==> config.mk <==
export PLATFORM = sky130hd
export DESIGN_NAME = mem_port_arbiter_flat
export DESIGN_NICKNAME = d
export VERILOG_FILES = /design/src/rtl/mem_port_arbiter_if.sv /design/src/rtl/mem_port_arbiter.sv /design/src/flat_wrapper.sv
export SDC_FILE = /design/constraint.sdc
export NUM_CORES = 1
export LEC_CHECK = 0
export ABC_AREA = 1
export BUFFER_PORTS_ARGS = -buffer_cell sky130_fd_sc_hd__buf_4
export CAP_MARGIN = 25
export CORE_AREA = 2 2 208 210
export DETAILED_ROUTE_END_ITERATION = 6
export DIE_AREA = 0 0 210 212
export PLACE_DENSITY = 0.7
export SYNTH_ARGS = -nofsm -noshare
export SYNTH_HDL_FRONTEND = slang
export SYNTH_SLANG_ARGS = --single-unit
==> constraint.sdc <==
create_clock -name CLK -period 2.6 [get_ports CLK]
set_input_delay 0 -clock CLK [delete_from_list [all_inputs] [get_ports CLK]]
set_output_delay 0 -clock CLK [all_outputs]
set_load 0.05 [all_outputs]
==> src/rtl/mem_port_arbiter_if.sv <==
// Core-side request/response and memory-bus signals of the shared port arbiter.
// master = the arbiter, slave = the core pipeline plus the memory bus model.
interface mem_port_arbiter_if;
  logic        IF_REQ;
  logic [63:0] IF_ADDR;
  logic        IF_DONE;
  logic [31:0] IF_RDATA;
  logic        IF_FAULT;
  logic        MEM_REQ;
  logic [31:0] MEM_IR;
  logic [63:0] MEM_ADDR;
  logic [63:0] MEM_WDATA;
  logic        MEM_DONE;
  logic        MEM_STALL;
  logic [63:0] MEM_RDATA;
  logic        MEM_LAM;
  logic        MEM_LAF;
  logic        MEM_SAM;
  logic        MEM_SAF;
  logic        BUS_REQ;
  logic        BUS_WE;
  logic [63:0] BUS_ADDR;
  logic [7:0]  BUS_WSTRB;
  logic [63:0] BUS_WDATA;
  logic        BUS_ACK;
  logic        BUS_ERR;
  logic [63:0] BUS_RDATA;

  modport master (
    input  IF_REQ, IF_ADDR, MEM_REQ, MEM_IR, MEM_ADDR, MEM_WDATA,
           BUS_ACK, BUS_ERR, BUS_RDATA,
    output IF_DONE, IF_RDATA, IF_FAULT, MEM_DONE, MEM_STALL, MEM_RDATA,
           MEM_LAM, MEM_LAF, MEM_SAM, MEM_SAF,
           BUS_REQ, BUS_WE, BUS_ADDR, BUS_WSTRB, BUS_WDATA
  );

  modport slave (
    output IF_REQ, IF_ADDR, MEM_REQ, MEM_IR, MEM_ADDR, MEM_WDATA,
           BUS_ACK, BUS_ERR, BUS_RDATA,
    input  IF_DONE, IF_RDATA, IF_FAULT, MEM_DONE, MEM_STALL, MEM_RDATA,
           MEM_LAM, MEM_LAF, MEM_SAM, MEM_SAF,
           BUS_REQ, BUS_WE, BUS_ADDR, BUS_WSTRB, BUS_WDATA
  );
endinterface

==> src/rtl/mem_port_arbiter.sv <==
// Shared single-port memory bus controller: IF/MEM arbitration, alignment checks,
// store lane steering, load extraction/extension, timeout and fault reporting.
module mem_port_arbiter #(
  parameter int unsigned TIMEOUT_CYCLES = 16,
  parameter int unsigned MEM_BURST_MAX  = 4
) (
  input  logic               CLK,
  input  logic               RST_N,
  mem_port_arbiter_if.master bus
);
  localparam int GW = $clog2(MEM_BURST_MAX + 1);
  localparam int TW = $clog2(TIMEOUT_CYCLES + 1);
  localparam logic [6:0] OP_LOAD  = 7'b0000011;
  localparam logic [6:0] OP_STORE = 7'b0100011;

  typedef enum logic [1:0] {IDLE, DACC, IFETCH, RESP} state_e;

  state_e          state_q, state_d;
  logic [GW-1:0]   grant_cnt_q, grant_cnt_d;
  logic [TW-1:0]   tmo_q, tmo_d;
  logic            bus_req_q, bus_req_d;
  logic            bus_we_q, bus_we_d;
  logic [63:0]     bus_addr_q, bus_addr_d;
  logic [7:0]      bus_wstrb_q, bus_wstrb_d;
  logic [63:0]     bus_wdata_q, bus_wdata_d;
  logic [2:0]      ld_off_q, ld_off_d;
  logic [1:0]      ld_sz_q, ld_sz_d;
  logic            ld_uns_q, ld_uns_d;
  logic            if_hi_q, if_hi_d;
  logic            if_done_q, if_done_d;
  logic [31:0]     if_rdata_q, if_rdata_d;
  logic            if_fault_q, if_fault_d;
  logic            mem_done_q, mem_done_d;
  logic [63:0]     mem_rdata_q, mem_rdata_d;
  logic            lam_q, lam_d, laf_q, laf_d, sam_q, sam_d, saf_q, saf_d;

  // MEM request decode
  logic [6:0] opc;
  logic [2:0] f3;
  logic [1:0] sz;
  logic       is_ld, is_st, illegal, misal, mem_pick, xact_end, xact_fault;
  logic [2:0] amask;
  logic [7:0] smask;
  logic       unused_ir;

  assign opc       = bus.MEM_IR[6:0];
  assign f3        = bus.MEM_IR[14:12];
  assign sz        = f3[1:0];
  assign is_ld     = (opc == OP_LOAD);
  assign is_st     = (opc == OP_STORE);
  assign illegal   = is_ld ? (f3 == 3'b111) : f3[2];
  assign misal     = |(bus.MEM_ADDR[2:0] & amask);
  assign unused_ir = ^{bus.MEM_IR[31:15], bus.MEM_IR[11:7]};

  always_comb begin
    amask = 3'b000;
    smask = 8'h01;
    case (sz)
      2'd1:    begin amask = 3'b001; smask = 8'h03; end
      2'd2:    begin amask = 3'b011; smask = 8'h0F; end
      2'd3:    begin amask = 3'b111; smask = 8'hFF; end
      default: begin amask = 3'b000; smask = 8'h01; end
    endcase
  end

  function automatic logic [63:0] load_ext(input logic [63:0] d, input logic [2:0] off,
                                           input logic [1:0] s, input logic uns);
    logic [63:0] sh;
    sh = d >> {off, 3'b000};
    case (s)
      2'd0:    return uns ? {56'b0, sh[7:0]}  : {{56{sh[7]}},  sh[7:0]};
      2'd1:    return uns ? {48'b0, sh[15:0]} : {{48{sh[15]}}, sh[15:0]};
      2'd2:    return uns ? {32'b0, sh[31:0]} : {{32{sh[31]}}, sh[31:0]};
      default: return sh;
    endcase
  endfunction

  // MEM wins unless IF is waiting and MEM has used up its burst allowance
  assign mem_pick   = bus.MEM_REQ && !(bus.IF_REQ && grant_cnt_q == GW'(MEM_BURST_MAX));
  assign xact_end   = bus.BUS_ACK || bus.BUS_ERR || (tmo_q + TW'(1) == TW'(TIMEOUT_CYCLES));
  assign xact_fault = bus.BUS_ERR || !bus.BUS_ACK;

  always_comb begin
    state_d     = state_q;
    grant_cnt_d = grant_cnt_q;
    tmo_d       = tmo_q;
    bus_req_d   = bus_req_q;
    bus_we_d    = bus_we_q;
    bus_addr_d  = bus_addr_q;
    bus_wstrb_d = bus_wstrb_q;
    bus_wdata_d = bus_wdata_q;
    ld_off_d    = ld_off_q;
    ld_sz_d     = ld_sz_q;
    ld_uns_d    = ld_uns_q;
    if_hi_d     = if_hi_q;
    if_done_d   = 1'b0;
    if_rdata_d  = 32'b0;
    if_fault_d  = 1'b0;
    mem_done_d  = 1'b0;
    mem_rdata_d = 64'b0;
    lam_d       = 1'b0;
    laf_d       = 1'b0;
    sam_d       = 1'b0;
    saf_d       = 1'b0;

    case (state_q)
      IDLE: begin
        if (mem_pick) begin
          grant_cnt_d = bus.IF_REQ ? grant_cnt_q + GW'(1) : '0;
          if ((is_ld || is_st) && illegal) begin
            state_d    = RESP;
            mem_done_d = 1'b1;
            laf_d      = is_ld;
            saf_d      = is_st;
          end else if ((is_ld || is_st) && misal) begin
            state_d    = RESP;
            mem_done_d = 1'b1;
            lam_d      = is_ld;
            sam_d      = is_st;
          end else if (is_ld || is_st) begin
            state_d     = DACC;
            tmo_d       = '0;
            bus_req_d   = 1'b1;
            bus_we_d    = is_st;
            bus_addr_d  = {bus.MEM_ADDR[63:3], 3'b000};
            bus_wstrb_d = is_st ? (smask << bus.MEM_ADDR[2:0]) : 8'h00;
            bus_wdata_d = is_st ? (bus.MEM_WDATA << {bus.MEM_ADDR[2:0], 3'b000}) : 64'b0;
            ld_off_d    = bus.MEM_ADDR[2:0];
            ld_sz_d     = sz;
            ld_uns_d    = f3[2];
          end else begin
            state_d    = RESP;
            mem_done_d = 1'b1;
          end
        end else if (bus.IF_REQ) begin
          grant_cnt_d = '0;
          if (bus.IF_ADDR[1:0] != 2'b00) begin
            state_d    = RESP;
            if_done_d  = 1'b1;
            if_fault_d = 1'b1;
          end else begin
            state_d     = IFETCH;
            tmo_d       = '0;
            bus_req_d   = 1'b1;
            bus_we_d    = 1'b0;
            bus_addr_d  = {bus.IF_ADDR[63:3], 3'b000};
            bus_wstrb_d = 8'h00;
            bus_wdata_d = 64'b0;
            if_hi_d     = bus.IF_ADDR[2];
          end
        end
      end
      DACC, IFETCH: begin
        tmo_d = tmo_q + TW'(1);
        if (xact_end) begin
          state_d     = RESP;
          bus_req_d   = 1'b0;
          bus_we_d    = 1'b0;
          bus_addr_d  = 64'b0;
          bus_wstrb_d = 8'h00;
          bus_wdata_d = 64'b0;
          if (state_q == DACC) begin
            mem_done_d = 1'b1;
            laf_d      = xact_fault && !bus_we_q;
            saf_d      = xact_fault && bus_we_q;
            if (!xact_fault && !bus_we_q)
              mem_rdata_d = load_ext(bus.BUS_RDATA, ld_off_q, ld_sz_q, ld_uns_q);
          end else begin
            if_done_d  = 1'b1;
            if_fault_d = xact_fault;
            if (!xact_fault)
              if_rdata_d = if_hi_q ? bus.BUS_RDATA[63:32] : bus.BUS_RDATA[31:0];
          end
        end
      end
      RESP:    state_d = IDLE;
      default: state_d = IDLE;
    endcase
  end

  always_ff @(posedge CLK or negedge RST_N) begin
    if (!RST_N) begin
      state_q     <= IDLE;
      grant_cnt_q <= '0;
      tmo_q       <= '0;
      bus_req_q   <= 1'b0;
      bus_we_q    <= 1'b0;
      bus_addr_q  <= 64'b0;
      bus_wstrb_q <= 8'h00;
      bus_wdata_q <= 64'b0;
      ld_off_q    <= 3'b0;
      ld_sz_q     <= 2'b0;
      ld_uns_q    <= 1'b0;
      if_hi_q     <= 1'b0;
      if_done_q   <= 1'b0;
      if_rdata_q  <= 32'b0;
      if_fault_q  <= 1'b0;
      mem_done_q  <= 1'b0;
      mem_rdata_q <= 64'b0;
      lam_q       <= 1'b0;
      laf_q       <= 1'b0;
      sam_q       <= 1'b0;
      saf_q       <= 1'b0;
    end else begin
      state_q     <= state_d;
      grant_cnt_q <= grant_cnt_d;
      tmo_q       <= tmo_d;
      bus_req_q   <= bus_req_d;
      bus_we_q    <= bus_we_d;
      bus_addr_q  <= bus_addr_d;
      bus_wstrb_q <= bus_wstrb_d;
      bus_wdata_q <= bus_wdata_d;
      ld_off_q    <= ld_off_d;
      ld_sz_q     <= ld_sz_d;
      ld_uns_q    <= ld_uns_d;
      if_hi_q     <= if_hi_d;
      if_done_q   <= if_done_d;
      if_rdata_q  <= if_rdata_d;
      if_fault_q  <= if_fault_d;
      mem_done_q  <= mem_done_d;
      mem_rdata_q <= mem_rdata_d;
      lam_q       <= lam_d;
      laf_q       <= laf_d;
      sam_q       <= sam_d;
      saf_q       <= saf_d;
    end
  end

  assign bus.IF_DONE   = if_done_q;
  assign bus.IF_RDATA  = if_rdata_q;
  assign bus.IF_FAULT  = if_fault_q;
  assign bus.MEM_DONE  = mem_done_q;
  assign bus.MEM_STALL = bus.MEM_REQ & ~mem_done_q;
  assign bus.MEM_RDATA = mem_rdata_q;
  assign bus.MEM_LAM   = lam_q;
  assign bus.MEM_LAF   = laf_q;
  assign bus.MEM_SAM   = sam_q;
  assign bus.MEM_SAF   = saf_q;
  assign bus.BUS_REQ   = bus_req_q;
  assign bus.BUS_WE    = bus_we_q;
  assign bus.BUS_ADDR  = bus_addr_q;
  assign bus.BUS_WSTRB = bus_wstrb_q;
  assign bus.BUS_WDATA = bus_wdata_q;
endmodule
==> src/flat_wrapper.sv <==
// flat-port wrapper written by rule: the top's interface ports become plain ports
module mem_port_arbiter_flat 
#(
  parameter int unsigned TIMEOUT_CYCLES = 16,
  parameter int unsigned MEM_BURST_MAX  = 4
)
  (CLK, RST_N, bus_IF_REQ, bus_IF_ADDR, bus_MEM_REQ, bus_MEM_IR, bus_MEM_ADDR, bus_MEM_WDATA, bus_BUS_ACK, bus_BUS_ERR, bus_BUS_RDATA, bus_IF_DONE, bus_IF_RDATA, bus_IF_FAULT, bus_MEM_DONE, bus_MEM_STALL, bus_MEM_RDATA, bus_MEM_LAM, bus_MEM_LAF, bus_MEM_SAM, bus_MEM_SAF, bus_BUS_REQ, bus_BUS_WE, bus_BUS_ADDR, bus_BUS_WSTRB, bus_BUS_WDATA);
  mem_port_arbiter_if bus_i ();
  input  logic CLK;
  input  logic RST_N;
  input wire logic [$bits(bus_i.IF_REQ)-1:0] bus_IF_REQ;
  input wire logic [$bits(bus_i.IF_ADDR)-1:0] bus_IF_ADDR;
  input wire logic [$bits(bus_i.MEM_REQ)-1:0] bus_MEM_REQ;
  input wire logic [$bits(bus_i.MEM_IR)-1:0] bus_MEM_IR;
  input wire logic [$bits(bus_i.MEM_ADDR)-1:0] bus_MEM_ADDR;
  input wire logic [$bits(bus_i.MEM_WDATA)-1:0] bus_MEM_WDATA;
  input wire logic [$bits(bus_i.BUS_ACK)-1:0] bus_BUS_ACK;
  input wire logic [$bits(bus_i.BUS_ERR)-1:0] bus_BUS_ERR;
  input wire logic [$bits(bus_i.BUS_RDATA)-1:0] bus_BUS_RDATA;
  output wire logic [$bits(bus_i.IF_DONE)-1:0] bus_IF_DONE;
  output wire logic [$bits(bus_i.IF_RDATA)-1:0] bus_IF_RDATA;
  output wire logic [$bits(bus_i.IF_FAULT)-1:0] bus_IF_FAULT;
  output wire logic [$bits(bus_i.MEM_DONE)-1:0] bus_MEM_DONE;
  output wire logic [$bits(bus_i.MEM_STALL)-1:0] bus_MEM_STALL;
  output wire logic [$bits(bus_i.MEM_RDATA)-1:0] bus_MEM_RDATA;
  output wire logic [$bits(bus_i.MEM_LAM)-1:0] bus_MEM_LAM;
  output wire logic [$bits(bus_i.MEM_LAF)-1:0] bus_MEM_LAF;
  output wire logic [$bits(bus_i.MEM_SAM)-1:0] bus_MEM_SAM;
  output wire logic [$bits(bus_i.MEM_SAF)-1:0] bus_MEM_SAF;
  output wire logic [$bits(bus_i.BUS_REQ)-1:0] bus_BUS_REQ;
  output wire logic [$bits(bus_i.BUS_WE)-1:0] bus_BUS_WE;
  output wire logic [$bits(bus_i.BUS_ADDR)-1:0] bus_BUS_ADDR;
  output wire logic [$bits(bus_i.BUS_WSTRB)-1:0] bus_BUS_WSTRB;
  output wire logic [$bits(bus_i.BUS_WDATA)-1:0] bus_BUS_WDATA;
  assign bus_i.IF_REQ = bus_IF_REQ;
  assign bus_i.IF_ADDR = bus_IF_ADDR;
  assign bus_i.MEM_REQ = bus_MEM_REQ;
  assign bus_i.MEM_IR = bus_MEM_IR;
  assign bus_i.MEM_ADDR = bus_MEM_ADDR;
  assign bus_i.MEM_WDATA = bus_MEM_WDATA;
  assign bus_i.BUS_ACK = bus_BUS_ACK;
  assign bus_i.BUS_ERR = bus_BUS_ERR;
  assign bus_i.BUS_RDATA = bus_BUS_RDATA;
  assign bus_IF_DONE = bus_i.IF_DONE;
  assign bus_IF_RDATA = bus_i.IF_RDATA;
  assign bus_IF_FAULT = bus_i.IF_FAULT;
  assign bus_MEM_DONE = bus_i.MEM_DONE;
  assign bus_MEM_STALL = bus_i.MEM_STALL;
  assign bus_MEM_RDATA = bus_i.MEM_RDATA;
  assign bus_MEM_LAM = bus_i.MEM_LAM;
  assign bus_MEM_LAF = bus_i.MEM_LAF;
  assign bus_MEM_SAM = bus_i.MEM_SAM;
  assign bus_MEM_SAF = bus_i.MEM_SAF;
  assign bus_BUS_REQ = bus_i.BUS_REQ;
  assign bus_BUS_WE = bus_i.BUS_WE;
  assign bus_BUS_ADDR = bus_i.BUS_ADDR;
  assign bus_BUS_WSTRB = bus_i.BUS_WSTRB;
  assign bus_BUS_WDATA = bus_i.BUS_WDATA;
  mem_port_arbiter #(.TIMEOUT_CYCLES(TIMEOUT_CYCLES), .MEM_BURST_MAX(MEM_BURST_MAX)) u_core (.CLK(CLK), .RST_N(RST_N), .bus(bus_i));
endmodule
==> impl_metrics.toml <==
[layout]
area_growth_syn_to_layout_pct = 53.59
seqCellArea_um2 = 6382
layout_commonest_cell = "nand2_1"
multi_input_area_um2 = 7406
layout-drive-gt1-share_pct = 24.24
postLayoutCoreUtil_pct = 53.94
layout_common_cells = "nand2_1 (829), buf_4 (545), dfrtp_1 (254)"
final-instance-count-excl-fill = 3425
fin_nets = 3152
fillCellCount = 3822

[sta]
slew_headroom_pct = 51.13
fmaxAchievable_mhz = 392.2
setup_violations = 0
holdWs_ns = -0.01096
hold_viol = 8
min_period_ns = 2.550
tightest_slew_ns = 0.7323
period_share_pct = 98.07
fin_setup_tns_ns = 0
finClkSkew_ns = 0.01013
drv_slew = 0

[drt]
ant_nets = 0
drc_errors = 3
first_iter_violations = 1690
first_pass_iters = 7
wl_per_cell_um = 18.57
via_count = 17870
viasPerCell = 5.218
routed_wl_mm = 63.59

[power_and_ir_drop]
worst_ir_drop_vdd_uv = 728.3
powerDensity_nw_per_um2 = 775.1
leakagePower_nw = 11.58

[logic_synthesis]
synth_seq_cells = 255
ys_warn_count = 0
syn_avg_cell_area_um2 = 6.889
yosysTopAreaCell = "dfrtp_1"
yosysSeqAreaShare_pct = 42.75
synthCells = 2167
synthTopCellsByArea = "dfrtp_1 (43%), nand2_1 (21%), o21ai_0 (7.3%)"
post-synth-top-area-fraction_pct = 42.75
synth_area_um2 = 14930
yosysUniqueCellTypes = 39

[die]
start_util_pct = 35.12
num_rows = 76
dieArea_um2 = 44520
fp.dieW_um = 210
core_area_um2 = 42510
die_y_um = 212
io_pins = 536

[setup_path]
worstSetupPathType = "in -> reg"
reg2reg_depth = 10
r2r_slack_ns = 0.14
slowest_stage = "dlygate4sd3_1"
start_kind = "primary input"
crit_arrival_ns = 3.06
end_kind = "register"
crit_chain = "dlygate4sd3_1, buf_4, inv_6, buf_4, nand2_1, nand3_1, dlygate4sd3_1, nand3_1, dlygate4sd3_1, a21oi_1, nand3_1, o21ai_0"
crit_fanout = 30
crit_required_ns = 3.11
cpPeakStageDelay_ns = 0.58

[placed_design]
numPlacedInstances = 3110
hpwl_mm = 44.42
port_buffers = 510
gp_congestion = 1.029

[global_routing]
grt_first_pass_wirelength_mm = 96.60
antenna_found_initial = 3
grt_overflow = 0
grt_max_degree = 83
track_usage_pct = 27.59
grt_pass1_vias = 17800

[clocking]
clk_latency_ns = 0.59
clockBufferDepth = 3
htree_levels = 1
post-cts-setup-buffer-count = 0
path_clk_slew_ns = 0.06
cts_tree = "built"
cts_buffers = 31
cts_num_sinks = 255
root_buffer = "clkbuf_16"

[status]
run_status = "complete, but fails checks"
violations = "design-rule violations, negative hold slack"

[worst_hold_path]
hold_class = "in -> async"

[job]
maxCapViolCount = 0
per-layer routing:
layer  up-vias  part of all wire (%)  global-route usage, %
li1       8390                     -                      -
met1      8370                    38                  31.76
met2       920                    48                  48.18
met3       193                   8.6                  6.854
met4         0                   5.2                  13.21
met5         -                     0                      0
path summary, 6_finish.rpt:
kind | to | start
max | u_core.bus.BUS_WDATA[46] | bus_MEM_ADDR[0]
min | u_core.bus.MEM_RDATA[63] | RST_N
max reg2reg | u_core.bus.BUS_ADDR[20] | u_core.grant_cnt_q[0]
min reg2reg | u_core.bus.BUS_WDATA[44] | u_core.bus.BUS_WDATA[44]
max in group asynchronous | u_core.ld_off_q[0] | RST_N
min in group CLK | u_core.bus.MEM_RDATA[1] | bus_BUS_RDATA[25]
cell families after synthesis:
logic type / share of synthesized area [%]
AND/OR/NAND/NOR: 35.30
AO/OA/AOI/OAI: 13.33
buffers and inverters: 7.828
flip-flops: 42.75
adder cells (fa/ha/maj): 0.5867
XOR/XNOR: 0.1174
other: 0.02512
multiplexers: 0.06705
through the flow:
step / power (mW) / instance area, um2 / hold WS [ns] / setup WS (ns)
global route: 18.72 / 22930 / 0.03901 / -0.00005063
CTS: 17.71 / 22850 / 0.0008621 / 0.06108
global placement: 12.57 / 19250 / -0.0003568 / 0.4588
detailed placement: 12.68 / 19250 / 0.005367 / 0.3986
finish: 17.77 / 22930 / -0.01096 / 0.05023
floorplan: 10.13 / 14940 / -0.2956 / 0.7762
registers in the layout, indices dropped and copies added, names as in the netlist:
register and flops:
u_core.bus.MEM_LAM 1, u_core.ld_sz_q 2, u_core.bus.MEM_SAM 1, u_core.bus.BUS_WDATA 64, u_core.bus.IF_DONE 1, u_core.bus.MEM_RDATA 64
u_core.grant_cnt_q 3, u_core.bus.BUS_ADDR 61, u_core.bus.BUS_WSTRB 8, u_core.bus.MEM_DONE 1, u_core.bus.MEM_SAF 1, u_core.ld_off_q 3
u_core.bus.IF_FAULT 1, u_core.tmo_q 5, u_core.if_hi_q 1, u_core.bus.BUS_REQ 1, u_core.bus.BUS_WE 1, u_core.ld_uns_q 1
u_core.state_q 2, u_core.bus.MEM_LAF 1, u_core.bus.IF_RDATA 32
cells in the mapped netlist:
library cell and number:
a21oi_1 66, a22oi_1 1, a31oi_1 4, a32o_1 1
and2_1 1, buf_1 20, buf_2 44, buf_4 4
buf_6 14, clkbuf_1 87, clkinv_1 2, conb_1 1
dfrtp_1 255, ha_1 7, inv_1 86, inv_2 6
inv_4 1, mux2i_1 1, nand2_1 830, nand2_2 25
nand2_4 1, nand3_1 208, nand3_2 1, nand4_1 27
nor2_1 129, nor2_2 2, nor3_1 47, nor3_2 1
o211ai_1 6, o21a_1 3, o21ai_0 219, o21ai_1 22
o21ai_2 29, o21ai_4 1, o22ai_1 2, o31ai_1 8
or2_2 3, xnor2_1 1, xor2_1 1
power breakdown:
group	leakage (nW)	total (mW)	switching [mW]	internal [mW]
Sequential	3.46	4.81	0.325	4.48
Clock	0.520	4.49	1.88	2.60
Combinational	7.60	8.48	5.68	2.79
Total	11.6	17.8	7.89	9.88
final cells by class:
cell class                 instances  area share [%]
inverter                          95           1.637
antenna                            3         0.03274
timing repair buffer             818           30.57
tap                              546           2.980
clock buffer                      38           3.804
sequential                       255           27.84
multi-input combinational       1650           32.30
clock inverter                    20          0.8404
what timing repair did:
action                                 in CTS  in global routing
endpoints found under the hold margin     427                  0
gates resized for setup                     0                 12
setup endpoints to repair                   0                 94
hold buffers                              253                  0
critical path, delay by kind of cell:
kind | cells | cell delay, ns
compound gates | 2 | 0.33
simple gates | 4 | 0.33
buf+inv | 6 | 2.39
Note: power is estimated with default switching activity, not from simulation.
